--- src/rtl/ram_bist.sv ---
// rtl/ram_bist.sv - March-style RAM BIST: write pattern, read/invert ascending, read descending.
module ram_bist #(
    parameter int                   RAM_WIDTH = 8,
    parameter int                   RAM_DEPTH = 1024,
    parameter int                   ADDR_SIZE = 10,
    parameter logic [RAM_WIDTH-1:0] PATTERN   = 8'h55
) (
    input  logic                 clk,
    input  logic                 rst,
    input  logic                 start,
    output logic                 busy,
    output logic                 done,
    output logic                 pass,
    output logic                 fail,
    output logic [ADDR_SIZE-1:0] fail_addr,
    output logic [RAM_WIDTH-1:0] fail_data,
    output logic                 ram_wr_en,
    output logic                 ram_rd_en,
    output logic [ADDR_SIZE-1:0] ram_wr_add,
    output logic [ADDR_SIZE-1:0] ram_rd_add,
    output logic [RAM_WIDTH-1:0] ram_data_in,
    input  logic [RAM_WIDTH-1:0] ram_data_out
);

    localparam logic [ADDR_SIZE-1:0] LAST = ADDR_SIZE'(RAM_DEPTH - 1);

    typedef enum logic [2:0] {IDLE, W0, RW_RD, RW_WR, R1, R1_LAST, DONE} state_t;

    state_t               state, next_state;
    logic [ADDR_SIZE-1:0] addr, next_addr;
    logic [ADDR_SIZE-1:0] cmp_addr;
    logic                 r1_vld;
    logic                 start_accept;
    logic                 chk;
    logic [RAM_WIDTH-1:0] chk_exp;
    logic [ADDR_SIZE-1:0] chk_addr;
    logic                 mismatch;
    logic                 nx_wr_en, nx_rd_en;

    always_comb begin
        next_state   = state;
        next_addr    = addr;
        start_accept = 1'b0;
        chk          = 1'b0;
        chk_exp      = PATTERN;
        chk_addr     = addr;
        case (state)
            IDLE: begin
                if (start) begin
                    next_state   = W0;
                    next_addr    = '0;
                    start_accept = 1'b1;
                end
            end
            W0: begin
                if (addr == LAST) begin
                    next_state = RW_RD;
                    next_addr  = '0;
                end else begin
                    next_addr = addr + 1'b1;
                end
            end
            RW_RD: next_state = RW_WR;
            RW_WR: begin
                chk = 1'b1;
                if (addr == LAST) begin
                    next_state = R1;
                end else begin
                    next_state = RW_RD;
                    next_addr  = addr + 1'b1;
                end
            end
            R1: begin
                // Read data lags one cycle, so the first R1 cycle has nothing to compare yet.
                chk      = r1_vld;
                chk_exp  = ~PATTERN;
                chk_addr = cmp_addr;
                if (addr == '0) begin
                    next_state = R1_LAST;
                end else begin
                    next_addr = addr - 1'b1;
                end
            end
            R1_LAST: begin
                chk        = 1'b1;
                chk_exp    = ~PATTERN;
                chk_addr   = cmp_addr;
                next_state = DONE;
            end
            DONE:    next_state = IDLE;
            default: next_state = IDLE;
        endcase
    end

    assign mismatch = chk && (ram_data_out != chk_exp);
    assign nx_wr_en = (next_state == W0) || (next_state == RW_WR);
    assign nx_rd_en = (next_state == RW_RD) || (next_state == R1);

    // RAM controls are registered from the next state so they line up with the state they belong to.
    always_ff @(posedge clk or posedge rst) begin
        if (rst) begin
            state       <= IDLE;
            addr        <= '0;
            cmp_addr    <= '0;
            r1_vld      <= 1'b0;
            busy        <= 1'b0;
            done        <= 1'b0;
            pass        <= 1'b0;
            fail        <= 1'b0;
            fail_addr   <= '0;
            fail_data   <= '0;
            ram_wr_en   <= 1'b0;
            ram_rd_en   <= 1'b0;
            ram_wr_add  <= '0;
            ram_rd_add  <= '0;
            ram_data_in <= '0;
        end else begin
            state       <= next_state;
            addr        <= next_addr;
            r1_vld      <= (state == R1);
            if (state == R1) begin
                cmp_addr <= addr;
            end
            busy        <= (next_state != IDLE) && (next_state != DONE);
            ram_wr_en   <= nx_wr_en;
            ram_rd_en   <= nx_rd_en;
            ram_wr_add  <= nx_wr_en ? next_addr : '0;
            ram_rd_add  <= nx_rd_en ? next_addr : '0;
            ram_data_in <= (next_state == W0) ? PATTERN :
                           (next_state == RW_WR) ? ~PATTERN : '0;
            if (start_accept) begin
                done      <= 1'b0;
                pass      <= 1'b0;
                fail      <= 1'b0;
                fail_addr <= '0;
                fail_data <= '0;
            end else begin
                if (mismatch && !fail) begin
                    fail      <= 1'b1;
                    fail_addr <= chk_addr;
                    fail_data <= ram_data_out;
                end
                if (state == DONE) begin
                    done <= 1'b1;
                    pass <= ~fail;
                end
            end
        end
    end

endmodule
--- config.mk ---
export PLATFORM = sky130hd
export DESIGN_NAME = ram_bist
export DESIGN_NICKNAME = d
export VERILOG_FILES = /design/src/rtl/ram_bist.sv
export SDC_FILE = /design/constraint.sdc
export NUM_CORES = 1
export LEC_CHECK = 0
export BUFFER_PORTS_ARGS = -buffer_cell sky130_fd_sc_hd__buf_4
export CELL_PAD_IN_SITES_DETAIL_PLACEMENT = 2
export CELL_PAD_IN_SITES_GLOBAL_PLACEMENT = 2
export CORE_MARGIN = 10
export CORE_UTILIZATION = 35
export DETAILED_ROUTE_END_ITERATION = 8
export PLACE_DENSITY_LB_ADDON = 0.12
export SLEW_MARGIN = 20
export SYNTH_ARGS = -nofsm -noshare
export SYNTH_HDL_FRONTEND = slang
export SYNTH_SLANG_ARGS = --single-unit
--- constraint.sdc ---
create_clock -name clk -period 4.5 [get_ports clk]
set_input_delay 0.45 -clock clk [delete_from_list [all_inputs] [get_ports clk]]
set_output_delay 0.45 -clock clk [all_outputs]
set_load 0.05 [all_outputs]
# ---- Yosys cells after proc, flatten, opt, wreduce, memory -nomap -nowiden
# Index checks and enable logic that the tools add are counted.
dict set report classes {
  addsub 2
  shifts 0
  muxes 29
  eq_ne 13
  n_div 0
  reduce_logical 13
  multipliers 0
  n_lt_le_gt_ge 0
  bitwise_logic 1
}
# operator n
set op_table {}
lappend op_table {{2-to-1 mux 10 bit} 9}
lappend op_table {{2-to-1 mux 8 bit} 5}
lappend op_table {{case mux 10 bit (4 select lines)} 1}
lappend op_table {{case mux 3 bit (6 select lines)} 1}
lappend op_table {{equality test 3 x 2 -> 1 bit (second input constant)} 4}
lappend op_table {{equality test 3 bit (second input constant)} 4}
lappend op_table {{2-to-1 mux 3 bit} 4}
lappend op_table {{adder 10 x 1 -> 10 bit (second input constant)} 1}
lappend op_table {{equality test 10 bit (second input constant)} 1}
lappend op_table {{zero test 10 bit} 1}
lappend op_table {{subtractor 10 x 1 -> 10 bit (second input constant)} 1}
lappend op_table {{2-to-1 mux 1 bit} 8}
lappend op_table {{inequality test 8 bit} 1}
lappend op_table {{equality test 3 x 1 -> 1 bit (second input constant)} 2}
lappend op_table {{nonzero test 2 bit} 2}
lappend op_table {{OR reduction 2 bit} 2}
lappend op_table {{logical AND 1 bit} 3}
lappend op_table {{zero test 3 bit} 1}
lappend op_table {{inequality test 3 bit (second input constant)} 1}
lappend op_table {{nonzero test 3 bit} 1}
lappend op_table {{logical OR 1 bit} 2}
lappend op_table {{case mux 1 bit (2 select lines)} 1}
lappend op_table {{zero test 1 bit} 1}
lappend op_table {{inverter 1 bit} 1}
dict set report totals {
  ram_bits 0
  output_inout_bits 52
  wordCells 73
  register_bits 76
  latch_bits 0
  mem_bits_ro 0
  mem_count 0
}

# ---- Depth between registers and ports, before layout
# Gate-level depths: netlist of the first run.
dict set report logic_depth {
  ltp_word 8
  mapped_depth 10
  depth_no_buf 10
}

# ---- Worst setup path before layout of the first run
# OpenSTA, ideal clock, no wires.
dict set report synth_timing {
  path_type {reg2reg}
  start {register addr[0]}
  end {register ram_rd_add[0]}
  path_stages_with_launch 10
  setup_time_ns 0.077
  path_slack_ns 2.290
  t_arrival_ns 2.133
  n_path_buf 0
  cell_sequence {dfrtp_1 > ha_1 > nand4_1 > nor3_2 > inv_2 > ha_1 > mux2i_1 > nand2_1 > nor3b_1 > a21oi_1}
}
dict set report synth_via {
  elab_chain_cells 6
  word_cells_on_any_way 17
  classes_between {2 x add/sub; 3 x eq/ne; 10 x mux; 2 x reduce/logical}
}
# element line
set synth_rtl {}
lappend synth_rtl {{start: declaration} 30} ;# logic [ADDR_SIZE-1:0] addr, next_addr;
lappend synth_rtl {{start signal: assignment} 119} ;# addr <= next_addr;
lappend synth_rtl {{parallel branches: the longest is 5 deep, another holds subtractor 10 x 1 -> 10 bit} n/a}
lappend synth_rtl {{2-to-1 mux 10 bit *} 128} ;# ram_rd_add <= nx_rd_en ? next_addr : '0;
lappend synth_rtl {{end signal: assignment} 128}
lappend synth_rtl {{end: declaration} 20} ;# output logic [ADDR_SIZE-1:0] ram_rd_add,
# Mark *: on every way between the ends.
# A chain may end at the register's enable or synchronous reset.

# ---- Final worst setup path of the first run
# Ends and elaborated chain as after synthesis.

==> results of run 1 <==
worst max-delay path, delay by kind of cell, from the launching register on:
| family | cells | cell delay (ns) |
|---|---|---|
| fa+ha+maj | 2 | 0.65 |
| mux | 1 | 0.18 |
| simple gates | 4 | 1.18 |
| compound gates | 1 | 0.13 |
| buf+inv | 1 | 0.10 |
| flops | 1 | 0.49 |
flip-flops by register name, indices dropped and copies added (netlist names):
name,cells
fail,1
state,3
fail_data,8
addr,10
ram_data_in,2
r1_vld,1
pass,1
ram_wr_en,1
ram_rd_add,10
busy,1
fail_addr,10
cmp_addr,10
ram_rd_en,1
done,1
ram_wr_add,10
cells in the final DEF (no fill, tap or decap), types with 8 or more instances in the layout:
cell type	netlist	final
a21oi_1	19	19
buf_4	9	66
clkbuf_8	1	10
dfrtp_1	70	70
inv_1	15	14
mux2i_1	11	11
nand2_1	46	46
nand3_1	28	28
nor2_1	28	28
nor2b_1	10	10
nor3_1	8	8
o21ai_0	41	41
layout make-up:
type	count	share of cell area
multi-input cells	285	0.3997
clock inverters	4	0.005682
repair buffers	66	0.1125
inverters	17	0.01449
flip-flops and latches	70	0.3977
well taps	136	0.03864
clock buffers	10	0.03125
metal layers:
layer	track usage	vias up	share of wire
li1	-	1528	-
met1	0.2101	1659	0.45
met2	0.2582	87	0.48
met3	0.04751	14	0.059
met4	0.04604	0	0.015
met5	0	-	0
power groups by stage:
stage | sequential [µW] | clock [µW] | combinational [µW]
after floorplan | 660 | 0 | 15.6
after global placement | 647 | 0 | 49.7
after detailed placement | 647 | 0 | 50.7
after CTS | 634 | 466 | 50.9
after global routing | 635 | 491 | 54.6
final | 634 | 445 | 48.9
per-stage QoR:
step | instances | power [µW] | worst slack [ns] | hold slack, ns | area [µm²]
floorplan | 409 | 675.2 | 2.282 | 0.4455 | 3791
global placement | 574 | 696.3 | 1.710 | 0.4575 | 4234
detailed placement | 574 | 697.6 | 1.661 | 0.4705 | 4242
CTS | 588 | 1151 | 1.660 | 0.3344 | 4404
global route | 588 | 1180 | 1.406 | 0.3617 | 4404
finish | 588 | 1129 | 1.693 | 0.2984 | 4404
path summary, 6_finish.rpt:
path / from / endpoint / slack [ns]
setup / recovery: addr[0]$_DFF_PP0_ / ram_rd_add[0]$_DFF_PP0_ / 1.69
hold / removal: rst / fail_data[3]$_DFFE_PP0P_ / 0.30
setup reg to reg: addr[0]$_DFF_PP0_ / ram_rd_add[0]$_DFF_PP0_ / 1.69
hold reg to reg: cmp_addr[5]$_DFFE_PP0P_ / cmp_addr[5]$_DFFE_PP0P_ / 0.48
max in group asynchronous: rst / ram_wr_add[0]$_DFF_PP0_ / 3.30
min in group clk: ram_data_out[5] / fail_data[5]$_DFFE_PP0P_ / 0.38
logic make-up after synthesis:
logic type,share of synthesized area
AOI/OAI and AO/OA,0.1858
xor gates and xnor gates,0.004621
adders and majority gates,0.009902
buffers and inverters,0.07656
DFF,0.4620
muxes,0.03201
and+or+nand+nor,0.2290
==> impl_metrics.env, run 1 <==
export IMPL_wl_um=12140
export IMPL_setup_tns_ns=0
export IMPL_power_density_mw_per_mm2=256.3
export IMPL_slowest_delay_ns=0.59
export IMPL_yosysWarnings=0
export IMPL_drc=0
export IMPL_clkTransAtPathRegs_ns=0.08
export IMPL_io_buffers=62
export IMPL_drive_gt1_frac=0.2301
export IMPL_ys_seq_area_frac=0.4620
export IMPL_synth_nets=423
export IMPL_syn_avg_cell_area_um2=9.269
export IMPL_synthCells=409
export IMPL_drt_iter0_drc=251
export IMPL_num_rows=37
export IMPL_cts_buffer_depth=2
export IMPL_crit_top_cell="ha_1"
export IMPL_crit_path_cell_trace="ha_1 > nand4_1 > nor3_2 > inv_2 > ha_1 > mux2i_1 > nand2_1 > nor3b_1 > a21oi_1"
export IMPL_die_h_um=124.1
export IMPL_ant_nets=0
export IMPL_place_congestion=0.8764
export IMPL_multiInputGateArea_mm2=0.001760
export IMPL_yosys_top_cells_area="dfrtp_1 (46%), o21ai_0 (5.4%), nand2_1 (4.6%)"
export IMPL_first_pass_iters=4
export IMPL_vdd_drop_max_mv=0.1525
export IMPL_yosys_top_cells_count="dfrtp_1 (70), nand2_1 (46), o21ai_0 (41), nand3_1 (28), nor2_1 (28)"
export IMPL_wl_per_cell_um=20.65
export IMPL_setup_viol=0
export IMPL_cp_max_fo=9
export IMPL_ys_ff_latch=70
export IMPL_n_antenna_cell=0
export IMPL_h_tree_depth=3
export IMPL_start_util=0.3640
export IMPL_antenna_found_initial=0
export IMPL_p_int_uw=854.0
export IMPL_cts_resized=0
export IMPL_synthDistinctLibCells=71
export IMPL_core_mm2=0.01042
export IMPL_syn_to_final_growth_pct=16.17
export IMPL_clock_sinks=70
export IMPL_p_leak_uw=0.001927
export IMPL_synth_area_leader_cell="dfrtp_1"
export IMPL_slew_violations=0
export IMPL_min_period_ns=2.807
export IMPL_fill_cells=1176
export IMPL_rsz0062_at_grt="false"
export IMPL_critPathArrivalTime_ns=3.08
export IMPL_drt_vias_per_instance=5.592
export IMPL_yosysMostFrequentCell="dfrtp_1"
export IMPL_cts_tree="done"
export IMPL_final_util=0.4228
export IMPL_slew_headroom=0.4063
export IMPL_hold_class="in2async"
export IMPL_p_sw_uw=274.6
export IMPL_critPathKind="reg2reg"
export IMPL_ff_latch_area_mm2=0.001752
export IMPL_cts_root_buf="clkbuf_8"
export IMPL_grt_overflow=0
export IMPL_nets=463
export IMPL_dpl_hpwl_um=8766
export IMPL_p_sw_frac=0.2433
export IMPL_sequentialPowerShare=0.562
export IMPL_grt_usage=0.1624
export IMPL_cts_buffers_inserted=9
export IMPL_max_freq_mhz=356.3
export IMPL_maxCapViolations=0
export IMPL_crit_slowest_cell="nor3_2"
export IMPL_critPathCaptureType="flip-flop"
export IMPL_synth_flop_cell="dfrtp_1"
export IMPL_die_x_um=124.1
export IMPL_post_cts_setup_buffers=0
export IMPL_combPwrFrac=0.043
export IMPL_status="completed"
export IMPL_clock_latency_ns=0.35
export IMPL_grt_pass1_vias=3517
export IMPL_num_io_pins=63
export IMPL_grt_max_degree=44
export IMPL_min_period_over_period=0.6238
export IMPL_yosysTopAreaCellShare=0.4620
export IMPL_start_kind="flip-flop"
export IMPL_vias=3288
export IMPL_hold_violations=0
export IMPL_fin_skew_ns=0.008067
export IMPL_grt_pass1_wl_um=19690
export IMPL_worst_pin_slew_ns=0.8893
export IMPL_required_ns=4.78
export IMPL_synth_edf_count=0
export IMPL_ctsHoldBuffers=0
export IMPL_p_clk_frac=0.395
export IMPL_async_flop_share=1.000
export IMPL_worstRegToRegCells=9
export IMPL_die_area_mm2=0.01539
export IMPL_syn_area_mm2=0.003791
No activity file was read; power rests on OpenSTA's default activity.
==> inputs of run 2 (changes only) <==
--- a/config.mk
+++ b/config.mk
@@ -5,11 +5,12 @@
 export SDC_FILE = /design/constraint.sdc
 export NUM_CORES = 1
 export LEC_CHECK = 0
+export ABC_AREA = 1
 export BUFFER_PORTS_ARGS = -buffer_cell sky130_fd_sc_hd__buf_4
 export CELL_PAD_IN_SITES_DETAIL_PLACEMENT = 2
 export CELL_PAD_IN_SITES_GLOBAL_PLACEMENT = 2
 export CORE_MARGIN = 10
-export CORE_UTILIZATION = 35
+export CORE_UTILIZATION = 33
 export DETAILED_ROUTE_END_ITERATION = 8
 export PLACE_DENSITY_LB_ADDON = 0.12
 export SLEW_MARGIN = 20
==> constraint.sdc (replaced) <==
create_clock -name clk -period 2.75 [get_ports clk]
set_input_delay 0.275 -clock clk [delete_from_list [all_inputs] [get_ports clk]]
set_output_delay 0.275 -clock clk [all_outputs]
set_load 0.05 [all_outputs]
==> run 2 against run 1 <==
  * Combinational power down 9.8%
  * Critical path depth grew 1
  * Global-route usage shrank 0.30 points
  * Routed wire length increased by 3.5%
  * Die area increased by 3.3%
  * Clock power is 140% higher
  * Sequential share of layout area shrank 0.96 points
  * Largest power group is now clock
  * Cell area is 2.5% higher
  * Final cell count up 13%
==> impl_metrics.env, run 2 <==
export IMPL_core_mm2=0.01094
export IMPL_clock_sinks=70
export IMPL_synth_flop_cell="dfrtp_1"
export IMPL_hold_class="in2reg"
export IMPL_clock_latency_ns=0.34
export IMPL_slew_violations=0
export IMPL_start_util=0.3398
export IMPL_async_flop_share=1.000
export IMPL_ctsHoldBuffers=1
export IMPL_post_cts_setup_buffers=0
export IMPL_dp_cells=650
export IMPL_cts_resized=0
export IMPL_yosys_top_cells_count="nand2_1 (106), dfrtp_1 (70), nand3_1 (51), inv_1 (49), o21ai_0 (40)"
export IMPL_yosys_top_cells_area="dfrtp_1 (47%), nand2_1 (11%), nand3_1 (6.9%)"
export IMPL_synth_edf_count=0
export IMPL_place_congestion=0.8736
export IMPL_wl_um=12570
export IMPL_io_buffers=62
export IMPL_p_sw_uw=471.9
export IMPL_p_int_uw=1675
export IMPL_start_kind="flip-flop"
export IMPL_ys_seq_area_frac=0.4714
export IMPL_final_common_cell="nand2_1"
export IMPL_slew_headroom=0.6038
export IMPL_r2r_end="busy$_DFF_PP0_"
export IMPL_worstRegToRegCells=10
export IMPL_power_density_mw_per_mm2=475.7
export IMPL_worst_pin_slew_ns=0.5922
export IMPL_die_area_mm2=0.01591
export IMPL_reg2reg_from="addr[0]$_DFF_PP0_"
export IMPL_synth_area_leader_cell="dfrtp_1"
export IMPL_instances_no_fill=667
export IMPL_antenna_found_initial=0
export IMPL_drc=0
export IMPL_syn_area_mm2=0.003716
export IMPL_hold_violations=0
export IMPL_sequentialPowerShare=0.480
export IMPL_dpl_hpwl_um=9426
export IMPL_critPathArrivalTime_ns=2.65
export IMPL_syn_avg_cell_area_um2=7.923
export IMPL_fill_cells=1273
export IMPL_drive_gt1_frac=0.2144
export IMPL_fin_skew_ns=0.007748
export IMPL_grt_max_degree=29
export IMPL_ys_ff_latch=70
export IMPL_max_freq_mhz=411.1
export IMPL_setup_tns_ns=0
export IMPL_multiInputGateArea_mm2=0.001563
export IMPL_final_cell_mix="nand2_1 (106), dfrtp_1 (70), buf_4 (69)"
export IMPL_syn_to_final_growth_pct=21.45
export IMPL_h_tree_depth=3
export IMPL_cts_root_buf="clkbuf_16"
export IMPL_die_x_um=126.1
export IMPL_yosysMostFrequentCell="nand2_1"
export IMPL_vdd_drop_max_mv=0.1968
export IMPL_vias=3385
export IMPL_maxCapViolations=0
export IMPL_first_pass_iters=4
export IMPL_critPathKind="reg2reg"
export IMPL_grt_pass1_wl_um=20480
export IMPL_synthDistinctLibCells=32
export IMPL_status="completed"
export IMPL_yosysWarnings=0
export IMPL_synth_nets=483
export IMPL_critPathCaptureType="flip-flop"
export IMPL_grt_overflow=0
export IMPL_min_period_ns=2.432
export IMPL_p_leak_uw=0.002309
export IMPL_num_rows=38
export IMPL_setup_viol=0
export IMPL_r2r_slack_ns=0.32
export IMPL_crit_path_start="addr[0]$_DFF_PP0_"
export IMPL_drt_iter0_drc=159
export IMPL_nets=536
export IMPL_clkTransAtPathRegs_ns=0.06
export IMPL_die_h_um=126.1
export IMPL_ff_latch_area_mm2=0.001752
export IMPL_num_io_pins=63
export IMPL_grt_pass1_vias=3704
export IMPL_drt_vias_per_instance=5.075
export IMPL_min_period_over_period=0.8845
export IMPL_ant_nets=0
export IMPL_rsz0062_at_grt="false"
export IMPL_cts_buffers_inserted=9
export IMPL_synthCells=469
export IMPL_p_clk_frac=0.499
export IMPL_cts_buffer_depth=2
export IMPL_crit_end="busy$_DFF_PP0_"
export IMPL_n_antenna_cell=0
export IMPL_yosysTopAreaCellShare=0.4714
export IMPL_p_sw_frac=0.2198
export IMPL_combPwrFrac=0.021
export IMPL_cp_max_fo=12
export IMPL_wl_per_cell_um=18.84
export IMPL_final_util=0.4127
export IMPL_grt_usage=0.1594
export IMPL_required_ns=2.97
export IMPL_cts_tree="done"
-- run 2: cell types whose count changed after synthesis, moves of 10 or more --
cell / before / now
nand2_1: 46 / 106
inv_1: 15 / 49
nand3_1: 28 / 51
clkbuf_1: 16 / 4
mux2i_1: 11 / 0
nor2_1: 28 / 38
nor2b_1: 10 / 0
-- run 2: cells by family after synthesis --
kind of cell               count (synthesis)  share of synthesized area
buffers and inverters                     84                     0.1081
xor gates and xnor gates                   4                   0.009429
and+or+nand+nor                          232                     0.2899
AOI/OAI and AO/OA                         76                     0.1111
adders and majority gates                  3                    0.01010
DFF                                       70                     0.4714
-- run 2: layer usage --
layer  vias to the layer above  track usage  share of wire
li1                       1605            -              -
met1                      1709       0.2009           0.46
met2                        58       0.2647           0.49
met3                        13      0.02936          0.035
met4                         0      0.06028          0.014
met5                         -            0              0
-- run 2: worst min path at each step --
stage | from | end | slack [ns] | depth (start not counted)
after global routing | ram_data_out[1] | fail_data[1]$_DFFE_PP0P_ | 0.21 | 3
after global placement | rst | ram_rd_add[1]$_DFF_PP0_ | 0.33 | 2
after floorplan | ram_data_out[1] | fail_data[1]$_DFFE_PP0P_ | 0.41 | 2
final | ram_data_out[1] | fail_data[1]$_DFFE_PP0P_ | 0.21 | 3
after detailed placement | rst | ram_rd_add[1]$_DFF_PP0_ | 0.34 | 2
after CTS | ram_data_out[1] | fail_data[1]$_DFFE_PP0P_ | 0.20 | 3
-- run 2: area by class of cell --
type | count | area share
Tap cell | 140 | 0.03881
Inverter | 55 | 0.04574
Sequential cell | 70 | 0.3881
Clock buffer | 12 | 0.05462
Clock inverter | 4 | 0.004990
Timing Repair Buffer | 71 | 0.1214
Multi-Input combinational cell | 315 | 0.3463
-- run 2: power by group through the flow --
stage                     clock network, µW  logic [µW]  registers, µW
after floorplan                           0        19.6           1050
after global placement                    0        43.3           1050
after detailed placement                  0        45.0           1050
after CTS                              1100        46.8           1030
after global routing                   1150        50.8           1030
final                                  1070        44.1           1030
-- run 2: stage by stage --
step	cell area (µm²)	setup WS, ns	hold WS [ns]	total power, µW
after global routing	4513	0.05944	0.2115	2226
after detailed placement	4234	0.3504	0.3378	1094
after CTS	4513	0.3001	0.2039	2178
final	4513	0.3176	0.2131	2147
after global placement	4234	0.4868	0.3286	1092
after floorplan	3716	0.7068	0.4073	1068
-- run 2: critical path: stages (launching register included) --
cell and delay (ns):
dfrtp_1 0.56, ha_1 0.30, nand2_1 0.11, nor2_4 0.13, nand3_2 0.30, inv_1 0.34, nand2_1 0.08, nand3_1 0.12
inv_1 0.09, o21ai_0 0.20, nand2_1 0.07
